**config.mk**
```make
export PLATFORM = sky130hd
export DESIGN_NAME = fpu_dot_sequencer_flat
export DESIGN_NICKNAME = d
export VERILOG_FILES = /design/src/rtl/fpu_dot_pkg.sv /design/src/rtl/fpu_dot_sequencer_if.sv /design/src/rtl/fpu_op_fifo.sv /design/src/rtl/fpu_dot_sequencer.sv /design/src/flat_wrapper.sv
export SDC_FILE = /design/constraint.sdc
export NUM_CORES = 1
export LEC_CHECK = 0
export CAP_MARGIN = 20
export CORE_MARGIN = 4
export CORE_UTILIZATION = 40
export DETAILED_ROUTE_END_ITERATION = 8
export SETUP_SLACK_MARGIN = 0.15
export SLEW_MARGIN = 20
export SYNTH_ARGS = -nofsm -noshare
export SYNTH_HDL_FRONTEND = slang
export SYNTH_SLANG_ARGS = --single-unit
```
**constraint.sdc**
```tcl
create_clock -name clk -period 8.4 [get_ports clk]
set_input_delay 1.68 -clock clk [delete_from_list [all_inputs] [get_ports clk]]
set_output_delay 1.68 -clock clk [all_outputs]
set_load 0.01 [all_outputs]
```
**src/rtl/fpu_dot_pkg.sv**
```systemverilog
// rtl/fpu_dot_pkg.sv - shared FSM state type and FP32 constants for the dot-product sequencer
package fpu_dot_pkg;

    typedef enum logic [2:0] {
        S_IDLE,
        S_FETCH,
        S_MUL_ISSUE,
        S_MUL_WAIT,
        S_ADD_ISSUE,
        S_ADD_WAIT,
        S_FIN
    } seq_state_t;

    localparam logic [31:0] FP_ZERO = 32'h0000_0000;
    localparam logic [31:0] FP_ONE  = 32'h3F80_0000;

endpackage

```
**src/rtl/fpu_dot_sequencer_if.sv**
```systemverilog
// rtl/fpu_dot_sequencer_if.sv - operand push, control/status and engine handshake bundle
interface fpu_dot_sequencer_if #(
    parameter int DEPTH = 8,
    parameter int LEN_W = 8
);
    logic [31:0]              op_a;
    logic [31:0]              op_b;
    logic                     op_valid;
    logic                     op_ready;
    logic [$clog2(DEPTH):0]   fifo_count;
    logic [LEN_W-1:0]         len;
    logic                     start;
    logic                     abort;
    logic                     busy;
    logic                     done;
    logic [31:0]              result;
    logic                     eng_reset;

    logic [31:0]              mul_a;
    logic [31:0]              mul_b;
    logic                     mul_a_stb;
    logic                     mul_b_stb;
    logic                     mul_a_ack;
    logic                     mul_b_ack;
    logic [31:0]              mul_z;
    logic                     mul_z_stb;
    logic                     mul_z_ack;

    logic [31:0]              add_a;
    logic [31:0]              add_b;
    logic                     add_a_stb;
    logic                     add_b_stb;
    logic                     add_a_ack;
    logic                     add_b_ack;
    logic [31:0]              add_z;
    logic                     add_z_stb;
    logic                     add_z_ack;

    // master is the sequencer; slave is the host plus the two FP engines
    modport master (
        input  op_a, op_b, op_valid, len, start, abort,
        output op_ready, fifo_count, busy, done, result, eng_reset,
        output mul_a, mul_b, mul_a_stb, mul_b_stb, mul_z_ack,
        input  mul_a_ack, mul_b_ack, mul_z, mul_z_stb,
        output add_a, add_b, add_a_stb, add_b_stb, add_z_ack,
        input  add_a_ack, add_b_ack, add_z, add_z_stb
    );

    modport slave (
        output op_a, op_b, op_valid, len, start, abort,
        input  op_ready, fifo_count, busy, done, result, eng_reset,
        input  mul_a, mul_b, mul_a_stb, mul_b_stb, mul_z_ack,
        output mul_a_ack, mul_b_ack, mul_z, mul_z_stb,
        input  add_a, add_b, add_a_stb, add_b_stb, add_z_ack,
        output add_a_ack, add_b_ack, add_z, add_z_stb
    );

endinterface

```
**src/rtl/fpu_op_fifo.sv**
```systemverilog
// rtl/fpu_op_fifo.sv - synchronous operand-pair FIFO with flush and occupancy count
module fpu_op_fifo #(
    parameter int DEPTH = 8,
    parameter int W     = 64
) (
    input  logic                     clk,
    input  logic                     reset,
    input  logic                     flush,
    input  logic                     push,
    input  logic [W-1:0]             din,
    input  logic                     pop,
    output logic [W-1:0]             dout,
    output logic                     full,
    output logic                     empty,
    output logic [$clog2(DEPTH):0]   count
);
    localparam int AW = $clog2(DEPTH);

    logic [W-1:0]  mem [DEPTH];
    logic [AW-1:0] wr_ptr;
    logic [AW-1:0] rd_ptr;
    logic          do_push;
    logic          do_pop;

    assign full    = (count == (AW+1)'(DEPTH));
    assign empty   = (count == '0);
    assign do_pop  = pop && !empty;
    // a simultaneous pop frees the slot, so a full FIFO still takes the push
    assign do_push = push && (!full || do_pop);
    assign dout    = mem[rd_ptr];

    always_ff @(posedge clk) begin
        if (do_push && !flush) begin
            mem[wr_ptr] <= din;
        end
    end

    always_ff @(posedge clk) begin
        if (reset || flush) begin
            wr_ptr <= '0;
            rd_ptr <= '0;
            count  <= '0;
        end else begin
            if (do_push) begin
                wr_ptr <= wr_ptr + 1'b1;
            end
            if (do_pop) begin
                rd_ptr <= rd_ptr + 1'b1;
            end
            case ({do_push, do_pop})
                2'b10:   count <= count + 1'b1;
                2'b01:   count <= count - 1'b1;
                default: count <= count;
            endcase
        end
    end

endmodule

```
**src/rtl/fpu_dot_sequencer.sv**
```systemverilog
// rtl/fpu_dot_sequencer.sv - sequences a shared FP32 multiplier and adder over buffered operand pairs
module fpu_dot_sequencer
    import fpu_dot_pkg::*;
#(
    parameter int DEPTH = 8,
    parameter int LEN_W = 8
) (
    input  logic               clk,
    input  logic               reset,
    fpu_dot_sequencer_if.master bus
);
    seq_state_t        state;
    seq_state_t        state_nxt;
    logic [63:0]       fifo_dout;
    logic              fifo_full;
    logic              fifo_empty;
    logic              fifo_pop;
    logic [LEN_W-1:0]  remain;
    logic [31:0]       acc;
    logic              mul_a_keep;
    logic              mul_b_keep;
    logic              add_a_keep;
    logic              add_b_keep;

    assign fifo_pop    = (state == S_FETCH) && !fifo_empty && !bus.abort;
    assign bus.op_ready = (!fifo_full || fifo_pop) && !bus.abort;
    assign bus.mul_z_ack = (state == S_MUL_WAIT) && !bus.abort;
    assign bus.add_z_ack = (state == S_ADD_WAIT) && !bus.abort;

    assign mul_a_keep = bus.mul_a_stb && !bus.mul_a_ack;
    assign mul_b_keep = bus.mul_b_stb && !bus.mul_b_ack;
    assign add_a_keep = bus.add_a_stb && !bus.add_a_ack;
    assign add_b_keep = bus.add_b_stb && !bus.add_b_ack;

    fpu_op_fifo #(
        .DEPTH (DEPTH),
        .W     (64)
    ) u_fifo (
        .clk   (clk),
        .reset (reset),
        .flush (bus.abort),
        .push  (bus.op_valid && !bus.abort),
        .din   ({bus.op_a, bus.op_b}),
        .pop   (fifo_pop),
        .dout  (fifo_dout),
        .full  (fifo_full),
        .empty (fifo_empty),
        .count (bus.fifo_count)
    );

    always_ff @(posedge clk) begin
        if (reset) begin
            state <= S_IDLE;
        end else begin
            state <= state_nxt;
        end
    end

    always_comb begin
        state_nxt = state;
        case (state)
            S_IDLE:      if (bus.start) state_nxt = (bus.len == '0) ? S_FIN : S_FETCH;
            S_FETCH:     if (!fifo_empty) state_nxt = S_MUL_ISSUE;
            S_MUL_ISSUE: if (!mul_a_keep && !mul_b_keep) state_nxt = S_MUL_WAIT;
            S_MUL_WAIT:  if (bus.mul_z_stb) state_nxt = S_ADD_ISSUE;
            S_ADD_ISSUE: if (!add_a_keep && !add_b_keep) state_nxt = S_ADD_WAIT;
            S_ADD_WAIT:  if (bus.add_z_stb) state_nxt = (remain == LEN_W'(1)) ? S_FIN : S_FETCH;
            S_FIN:       state_nxt = S_IDLE;
            default:     state_nxt = S_IDLE;
        endcase
        if (bus.abort) begin
            state_nxt = S_IDLE;
        end
    end

    always_ff @(posedge clk) begin
        if (reset) begin
            remain        <= '0;
            acc           <= FP_ZERO;
            bus.result    <= FP_ZERO;
            bus.busy      <= 1'b0;
            bus.done      <= 1'b0;
            bus.eng_reset <= 1'b0;
            bus.mul_a     <= '0;
            bus.mul_b     <= '0;
            bus.mul_a_stb <= 1'b0;
            bus.mul_b_stb <= 1'b0;
            bus.add_a     <= '0;
            bus.add_b     <= '0;
            bus.add_a_stb <= 1'b0;
            bus.add_b_stb <= 1'b0;
        end else begin
            bus.eng_reset <= 1'b0;
            // each strobe retires on its own ack, independent of its partner
            bus.mul_a_stb <= mul_a_keep;
            bus.mul_b_stb <= mul_b_keep;
            bus.add_a_stb <= add_a_keep;
            bus.add_b_stb <= add_b_keep;
            if (bus.abort) begin
                bus.mul_a_stb <= 1'b0;
                bus.mul_b_stb <= 1'b0;
                bus.add_a_stb <= 1'b0;
                bus.add_b_stb <= 1'b0;
                bus.eng_reset <= 1'b1;
                bus.busy      <= 1'b0;
                bus.done      <= 1'b0;
            end else begin
                case (state)
                    S_IDLE: begin
                        if (bus.start) begin
                            remain   <= bus.len;
                            acc      <= FP_ZERO;
                            bus.done <= 1'b0;
                            bus.busy <= (bus.len != '0);
                        end
                    end
                    S_FETCH: begin
                        if (!fifo_empty) begin
                            bus.mul_a     <= fifo_dout[63:32];
                            bus.mul_b     <= fifo_dout[31:0];
                            bus.mul_a_stb <= 1'b1;
                            bus.mul_b_stb <= 1'b1;
                        end
                    end
                    S_MUL_WAIT: begin
                        if (bus.mul_z_stb) begin
                            bus.add_a     <= bus.mul_z;
                            bus.add_b     <= acc;
                            bus.add_a_stb <= 1'b1;
                            bus.add_b_stb <= 1'b1;
                        end
                    end
                    S_ADD_WAIT: begin
                        if (bus.add_z_stb) begin
                            acc    <= bus.add_z;
                            remain <= remain - 1'b1;
                        end
                    end
                    S_FIN: begin
                        bus.result <= acc;
                        bus.done   <= 1'b1;
                        bus.busy   <= 1'b0;
                    end
                    default: ;
                endcase
            end
        end
    end

endmodule

```
**src/flat_wrapper.sv**
```systemverilog
// flat-port wrapper written by rule: the top's interface ports become plain ports
module fpu_dot_sequencer_flat import fpu_dot_pkg::*;
#(
    parameter int DEPTH = 8,
    parameter int LEN_W = 8
)
  (clk, reset, bus_op_a, bus_op_b, bus_op_valid, bus_len, bus_start, bus_abort, bus_op_ready, bus_fifo_count, bus_busy, bus_done, bus_result, bus_eng_reset, bus_mul_a, bus_mul_b, bus_mul_a_stb, bus_mul_b_stb, bus_mul_z_ack, bus_mul_a_ack, bus_mul_b_ack, bus_mul_z, bus_mul_z_stb, bus_add_a, bus_add_b, bus_add_a_stb, bus_add_b_stb, bus_add_z_ack, bus_add_a_ack, bus_add_b_ack, bus_add_z, bus_add_z_stb);
  fpu_dot_sequencer_if #(.DEPTH(DEPTH), .LEN_W(LEN_W)) bus_i ();
  input  logic clk;
  input  logic reset;
  input wire logic [$bits(bus_i.op_a)-1:0] bus_op_a;
  input wire logic [$bits(bus_i.op_b)-1:0] bus_op_b;
  input wire logic [$bits(bus_i.op_valid)-1:0] bus_op_valid;
  input wire logic [$bits(bus_i.len)-1:0] bus_len;
  input wire logic [$bits(bus_i.start)-1:0] bus_start;
  input wire logic [$bits(bus_i.abort)-1:0] bus_abort;
  output wire logic [$bits(bus_i.op_ready)-1:0] bus_op_ready;
  output wire logic [$bits(bus_i.fifo_count)-1:0] bus_fifo_count;
  output wire logic [$bits(bus_i.busy)-1:0] bus_busy;
  output wire logic [$bits(bus_i.done)-1:0] bus_done;
  output wire logic [$bits(bus_i.result)-1:0] bus_result;
  output wire logic [$bits(bus_i.eng_reset)-1:0] bus_eng_reset;
  output wire logic [$bits(bus_i.mul_a)-1:0] bus_mul_a;
  output wire logic [$bits(bus_i.mul_b)-1:0] bus_mul_b;
  output wire logic [$bits(bus_i.mul_a_stb)-1:0] bus_mul_a_stb;
  output wire logic [$bits(bus_i.mul_b_stb)-1:0] bus_mul_b_stb;
  output wire logic [$bits(bus_i.mul_z_ack)-1:0] bus_mul_z_ack;
  input wire logic [$bits(bus_i.mul_a_ack)-1:0] bus_mul_a_ack;
  input wire logic [$bits(bus_i.mul_b_ack)-1:0] bus_mul_b_ack;
  input wire logic [$bits(bus_i.mul_z)-1:0] bus_mul_z;
  input wire logic [$bits(bus_i.mul_z_stb)-1:0] bus_mul_z_stb;
  output wire logic [$bits(bus_i.add_a)-1:0] bus_add_a;
  output wire logic [$bits(bus_i.add_b)-1:0] bus_add_b;
  output wire logic [$bits(bus_i.add_a_stb)-1:0] bus_add_a_stb;
  output wire logic [$bits(bus_i.add_b_stb)-1:0] bus_add_b_stb;
  output wire logic [$bits(bus_i.add_z_ack)-1:0] bus_add_z_ack;
  input wire logic [$bits(bus_i.add_a_ack)-1:0] bus_add_a_ack;
  input wire logic [$bits(bus_i.add_b_ack)-1:0] bus_add_b_ack;
  input wire logic [$bits(bus_i.add_z)-1:0] bus_add_z;
  input wire logic [$bits(bus_i.add_z_stb)-1:0] bus_add_z_stb;
  assign bus_i.op_a = bus_op_a;
  assign bus_i.op_b = bus_op_b;
  assign bus_i.op_valid = bus_op_valid;
  assign bus_i.len = bus_len;
  assign bus_i.start = bus_start;
  assign bus_i.abort = bus_abort;
  assign bus_op_ready = bus_i.op_ready;
  assign bus_fifo_count = bus_i.fifo_count;
  assign bus_busy = bus_i.busy;
  assign bus_done = bus_i.done;
  assign bus_result = bus_i.result;
  assign bus_eng_reset = bus_i.eng_reset;
  assign bus_mul_a = bus_i.mul_a;
  assign bus_mul_b = bus_i.mul_b;
  assign bus_mul_a_stb = bus_i.mul_a_stb;
  assign bus_mul_b_stb = bus_i.mul_b_stb;
  assign bus_mul_z_ack = bus_i.mul_z_ack;
  assign bus_i.mul_a_ack = bus_mul_a_ack;
  assign bus_i.mul_b_ack = bus_mul_b_ack;
  assign bus_i.mul_z = bus_mul_z;
  assign bus_i.mul_z_stb = bus_mul_z_stb;
  assign bus_add_a = bus_i.add_a;
  assign bus_add_b = bus_i.add_b;
  assign bus_add_a_stb = bus_i.add_a_stb;
  assign bus_add_b_stb = bus_i.add_b_stb;
  assign bus_add_z_ack = bus_i.add_z_ack;
  assign bus_i.add_a_ack = bus_add_a_ack;
  assign bus_i.add_b_ack = bus_add_b_ack;
  assign bus_i.add_z = bus_add_z;
  assign bus_i.add_z_stb = bus_add_z_stb;
  fpu_dot_sequencer #(.DEPTH(DEPTH), .LEN_W(LEN_W)) u_core (.clk(clk), .reset(reset), .bus(bus_i));
endmodule
```
**After elaboration in Yosys (flattened, before gate mapping)**

Memory sizes are Yosys's and may differ from the RTL's. A register that Yosys moved wholly into a read port is not among the register bits.
Cells that the tools add are included.

- Bits in writable memories: 512
- Word-level logic and storage cells: 114
- Input bits: 147
- Bits in registers: 156
- Memories kept: 1
- Output and inout bits: 174

Memories:

| name | depth | bits a word | read ports | clocked after memory_dff | wr ports | line | RTL |
|---|---|---|---|---|---|---|---|
| u_core.u_fifo.mem | 8 | 64 | 1 | 1 | 1 | fpu_op_fifo.sv:19 | `logic [W-1:0] mem [DEPTH];` |

- Muxes and demuxes: 31
- Equality and inequality tests: 16
- Bitwise operators: 2
- Add/subtract/negate cells: 5
- Reductions and logical operators: 43

Operator list:

| kind | count |
|---|---|
| 32-bit two-way mux | 2 |
| 32-bit case mux with 2 select lines | 1 |
| 3-bit two-way mux | 8 |
| 3-bit case mux with 6 select lines | 1 |
| 8-bit two-way mux | 2 |
| 8-bit case mux with 2 select lines | 1 |
| 1-bit logical AND | 15 |
| 1-bit two-way mux | 13 |
| 1-bit zero test | 11 |
| 3-bit equality test, second input constant | 3 |
| 8-bit by 1-bit equality test with 1-bit output, second input constant | 1 |
| 8-bit zero test | 1 |
| 2-bit != test, second input constant | 4 |
| 4-bit case mux with 2 select lines | 1 |
| 8-bit nonzero test | 1 |
| 8-bit by 1-bit subtractor with 8-bit output, second input constant | 1 |
| 3-bit by 1-bit adder with 3-bit output, second input constant | 2 |
| 3-bit by 2-bit equality test with 1-bit output, second input constant | 2 |
| 3-bit AND reduction | 2 |
| 6-bit AND reduction | 1 |
| 2-bit nonzero test | 3 |
| 4-bit by 1-bit adder with 4-bit output, second input constant | 1 |
| 4-bit equality test, second input constant | 1 |
| 4-bit zero test | 1 |
| 12 further kinds | 18 |

**Longest topological paths before layout**

- Depth in word-level cells: 10
- Depth in mapped cells: 12
- Mapped depth without buffers: 9

**Modules after synthesis**

Synthesis repeated with hierarchy kept, for this count alone.

- Cell total of the unflattened synthesis: 1812
- Area, all modules: 27794.2 µm²

By module, submodules not included:

| module | area each (µm²) | times used | seq. area each (µm²) | cells an instance |
|---|---|---|---|---|
| fpu_op_fifo | 19964.1 | 1 | 15635.0 | 827 |
| fpu_dot_sequencer | 7830.0 | 1 | 4204.0 | 985 |

**Worst setup path after synthesis**

OpenSTA, ideal clock, no wires.

- Kind: input -> register
- Start: input port bus_abort
- End: memory u_core.u_fifo.mem[0][0] (enable)
- Data arrival time: 6.765 ns
- Stages on the path: 4
- Slack: 1.071 ns
- Library setup time: 0.565 ns
- Data required time: 7.835 ns
- Path buffers: 1
- Cells stage by stage: clkbuf_1 -> a311oi_4 -> nand2b_1 -> nor3_1

- Longest elaborated chain between the ends: 8
- Elaborated cells between the ends (all ways): 9
- Classes of those cells: mux (2); reduce/logical (7)

RTL lines:

| what | line | RTL |
|---|---|---|
| from (decl) | flat_wrapper.sv:16 | `input wire logic [$bits(bus_i.abort)-1:0] bus_abort;` |
| 1-bit zero test (*) | fpu_op_fifo.sv:33, fpu_dot_sequencer.sv:25, fpu_dot_sequencer.sv:42 |  |
| 1-bit logical AND | fpu_dot_sequencer.sv:25 | `assign fifo_pop = (state == S_FETCH) && !fifo_empty && !bus.abort;` |
| 1-bit logical AND | fpu_op_fifo.sv:27 | `assign do_pop = pop && !empty;` |
| 1-bit logical OR | fpu_op_fifo.sv:29 | `assign do_push = push && (!full \|\| do_pop);` |
| 1-bit logical AND | fpu_op_fifo.sv:29 |  |
| 1-bit logical AND (*) | fpu_op_fifo.sv:33 | `if (do_push && !flush) begin` |
| 1-bit two-way mux (*) | fpu_op_fifo.sv:33 |  |
| 1-bit two-way mux (implied by the code) (*) | fpu_op_fifo.sv:34 | `mem[wr_ptr] <= din;` |
| to (decl) | fpu_op_fifo.sv:19 |  |

Every way passes the cells marked *; elsewhere a longest branch is shown, timed or not.

**Final worst setup path**

- Start: input port bus_abort
- End: output port bus_op_ready

- Longest elaborated chain between the ends: 4

RTL lines:

| what | line | RTL |
|---|---|---|
| 1-bit zero test (*) | fpu_dot_sequencer.sv:25, fpu_dot_sequencer.sv:26 |  |
| 1-bit logical AND | fpu_dot_sequencer.sv:25 |  |
| 1-bit logical OR | fpu_dot_sequencer.sv:26 | `assign bus.op_ready = (!fifo_full \|\| fifo_pop) && !bus.abort;` |
| 1-bit logical AND (*) | fpu_dot_sequencer.sv:26 |  |
| to (decl) | flat_wrapper.sv:17 | `output wire logic [$bits(bus_i.op_ready)-1:0] bus_op_ready;` |

Marks and branches as above.

==> results.py <==
metrics = {
    "outcome": {
        "status": "completed",
    },
    "placement": {
        "numPortBuffers": 320,
        "dp_hpwl_um": 37440,
        "place_congestion": 0.7708,
        "dp_slack_ns": 3.154,
        "dpl.cell_count": 2808,
    },
    "floorplanning": {
        "start_util_pct": 40.54,
        "core_mm2": 0.06751,
        "fp-row-count": 95,
        "die_y_um": 269.6,
        "dieWidth_um": 269.6,
        "io_pins": 321,
        "die_area_mm2": 0.07267,
    },
    "pwr": {
        "power_frac_comb_pct": 3.0,
        "p_seq_share_pct": 52.6,
        "power.leakage_nw": 10.47,
        "p_clk_share_pct": 44.4,
        "p_int_w": 0.005859,
        "netSwitchingPower_w": 0.001537,
        "p_per_area_mw_per_mm2": 217.1,
        "switching_share_pct": 20.78,
        "p_total_w": 0.007396,
        "peakVddDrop_mv": 0.1998,
    },
    "clock_tree": {
        "root_buffer": "clkbuf_16",
        "clock_latency_ns": 0.63,
        "cts_resized": 0,
        "clockBufferDepth": 3,
        "cts_sinks": 732,
        "path_clk_slew_ns": 0.06,
        "tritoncts": "yes",
        "h-tree-depth": 3,
        "cts_buffers": 78,
        "cts_setup_buffers": 0,
        "postCtsHoldBufs": 0,
    },
    "global_route": {
        "antenna_found_initial": 10,
        "grt_max_degree": 105,
        "first_global_vias": 16123,
        "grt_pass1_wl_um": 98360,
        "grt_remaining_overflow": 0,
        "track_usage_pct": 17.34,
    },
    "yosys": {
        "ys_ff_latch": 732,
        "synth_simple_gate_area_share_pct": 6.126,
        "synth_compound_area_share_pct": 6.250,
        "syn-num-nets": 1854,
        "ys_seq_area_share_pct": 72.27,
        "synth_edf_count": 512,
        "syn-cell-area_mm2": 0.02737,
        "synth_xor_area_share_pct": 0.2560,
        "muxShareOfSynthArea_pct": 12.98,
        "synth_adder_area_share_pct": 0.2286,
        "synth_flop_cell": "edfxtp_1",
        "synth_top_family_by_area": "multiplexers",
        "postSynthAreaPerCell_um2": 16.08,
        "async_reset_ff_share_pct": 0,
        "syn_inst": 1702,
        "yosysUniqueCellTypes": 55,
        "ys_warn_count": 0,
    },
    "critical_path": {
        "cp-start-kind": "primary input",
        "r2r_setup_slack_ns": 4.33,
        "endpoint_kind": "primary output",
        "reg2regPathDepth": 5,
        "cp.required_ns": 6.72,
        "cp.arrival_ns": 3.15,
        "worstPathMaxFanout": 15,
        "critPathKind": "in -> out",
    },
    "sta": {
        "rsz0062_at_grt": "false",
        "clock.fmax_ghz": 0.2068,
        "finalSetupViolCount": 0,
        "period_minus_slack_ns": 4.835,
        "whs_ns": 0.4510,
        "drv_slew": 0,
        "tightest_slew_ns": 1.009,
        "setup_tns_ns": 0,
        "slew_headroom_pct": 32.61,
        "fin_ws_ns": 3.565,
        "fin_worst_skew_ns": 0.03219,
        "hold_viol_final": 0,
        "fin_crit_sh_pct": 57.56,
    },
    "detailed_routing": {
        "drc": 0,
        "ant_nets": 0,
        "vias": 15684,
        "drt-total-wl_um": 64360,
        "first_pass_iters": 5,
        "drt-initial-drc-count": 977,
        "wire_per_inst_um": 21.77,
        "viasPerCell": 5.304,
    },
    "final_layout": {
        "drive_above_1_share_pct": 15.63,
        "final_net_count": 2169,
        "area_growth_pct": 24.49,
        "nFillCells": 5612,
        "final_cell_count_no_fill": 2957,
    },
    "run": {
        "max-cap-violations": 0,
    },
    "worst_hold_path": {
        "hold_depth": 2,
        "hold_path.class": "reg -> reg",
    },
}
[routing by layer]
layer | track usage [%] | up-vias | share of wire, %
li1 | - | 7139 | -
met1 | 22.46 | 8030 | 43
met2 | 29.36 | 417 | 49
met3 | 4.756 | 88 | 6.0
met4 | 3.983 | 10 | 1.8
met5 | 0 | - | 0.096
[worst max-delay path, cell delays in order]
cell and delay (ns):
clkdlybuf4s50_1 0.42, buf_4 0.22, a31oi_1 0.23, clkdlybuf4s50_1 0.58
[cells in the mapped netlist (7+ instances only)]
cell type,n,share of area [%]
edfxtp_1,512,56
a21oi_1,119,2.2
buf_2,28,0.51
a22oi_1,32,0.88
a211oi_2,30,1.4
mux2i_1,67,2.5
nand2_1,203,2.8
clkbuf_1,79,1.1
nor2_1,133,1.8
mux4_2,128,11
nor3_1,10,0.18
dfxtp_1,220,16
nand2b_1,10,0.23
a211oi_1,38,1.0
o21ai_0,7,0.13
[per-stage QoR]
stage	cell area, um^2	utilization (%)
after global routing	34060	50.45
after global placement	31470	46.61
after floorplan	27370	-
after detailed placement	31510	46.68
after CTS	34000	50.36
final	34070	50.46
[kinds of logic (layout without fill, tap and decap cells)]
group           count (synthesis)  after routing
flops                         732            732
simple gates                  398            398
compound gates                245            245
mux                           195            195
buf+inv                       119            496
xor+xnor                        8              8
fa+ha+maj                       5              5
other cells                     0              5
[power groups by stage]
stage,Sequential (W),Combinational [W],Clock (W)
2_1_floorplan,0.00397,0.0000844,0
3_3_place_gp,0.00397,0.000213,0
3_5_place_dp,0.00397,0.000221,0
4_1_cts,0.00389,0.000223,0.00338
5_1_grt,0.00389,0.000240,0.00353
6_report,0.00389,0.000221,0.00328
[flip-flops by register name (all words and copies together) (netlist names)]
name,cells
u_core.remain,8
u_core.state,3
u_core.bus.busy,1
u_core.bus.add_b,32
u_core.bus.add_b_stb,1
u_core.bus.mul_b_stb,1
u_core.acc,32
u_core.bus.add_a_stb,1
u_core.u_fifo.count,4
u_core.bus.mul_a,32
u_core.u_fifo.rd_ptr,3
u_core.u_fifo.wr_ptr,3
u_core.u_fifo.mem,512
u_core.bus.eng_reset,1
u_core.bus.add_a,32
u_core.bus.result,32
u_core.bus.mul_b,32
u_core.bus.done,1
u_core.bus.mul_a_stb,1
[layout by cell type (no fill, tap or decap), drive strengths merged, types with 4 or more instances in the layout]
master	synthesis	final
clkbuf	79	110
clkinv	0	27
o21ai	8	8
mux4	128	128
xnor2	4	4
ha	5	5
nor2b	6	6
xor2	4	4
buf	35	29
edfxtp	512	512
diode	0	5
nor2	133	133
mux2i	67	67
nor4	4	4
nand2b	10	10
nand2	203	203
clkdlybuf4s50	0	319
a22oi	32	32
a21oi	119	119
a211oi	68	68
dfxtp	220	220
nor3	11	11
nor3b	5	5
inv	5	8
nand3	6	6
[area by class of cell]
cell class                 instances  area [um^2]  share of cell area, %
tap                              873         1092                  3.206
antenna                            5        12.51                0.03672
sequential                       732        19790                  58.09
multi-input combinational        851         7162                  21.02
timing repair buffer             349         3505                  10.29
inverter                           5        18.77                0.05509
clock inverter                    33        301.5                 0.8851
clock buffer                     109         2188                  6.423
[path summary, 6_finish.rpt]
check,from,endpoint
min reg2reg,u_core.bus.add_a[4]$_SDFFE_PP0P_,u_core.bus.add_a[4]$_SDFFE_PP0P_
max reg2reg,u_core.state[0]$_SDFFE_PP0P_,u_core.u_fifo.mem[2][32]$_DFFE_PP_
min,u_core.bus.add_a[4]$_SDFFE_PP0P_,u_core.bus.add_a[4]$_SDFFE_PP0P_
max,bus_abort,bus_op_ready
No activity file was read; power rests on OpenSTA's default activity.
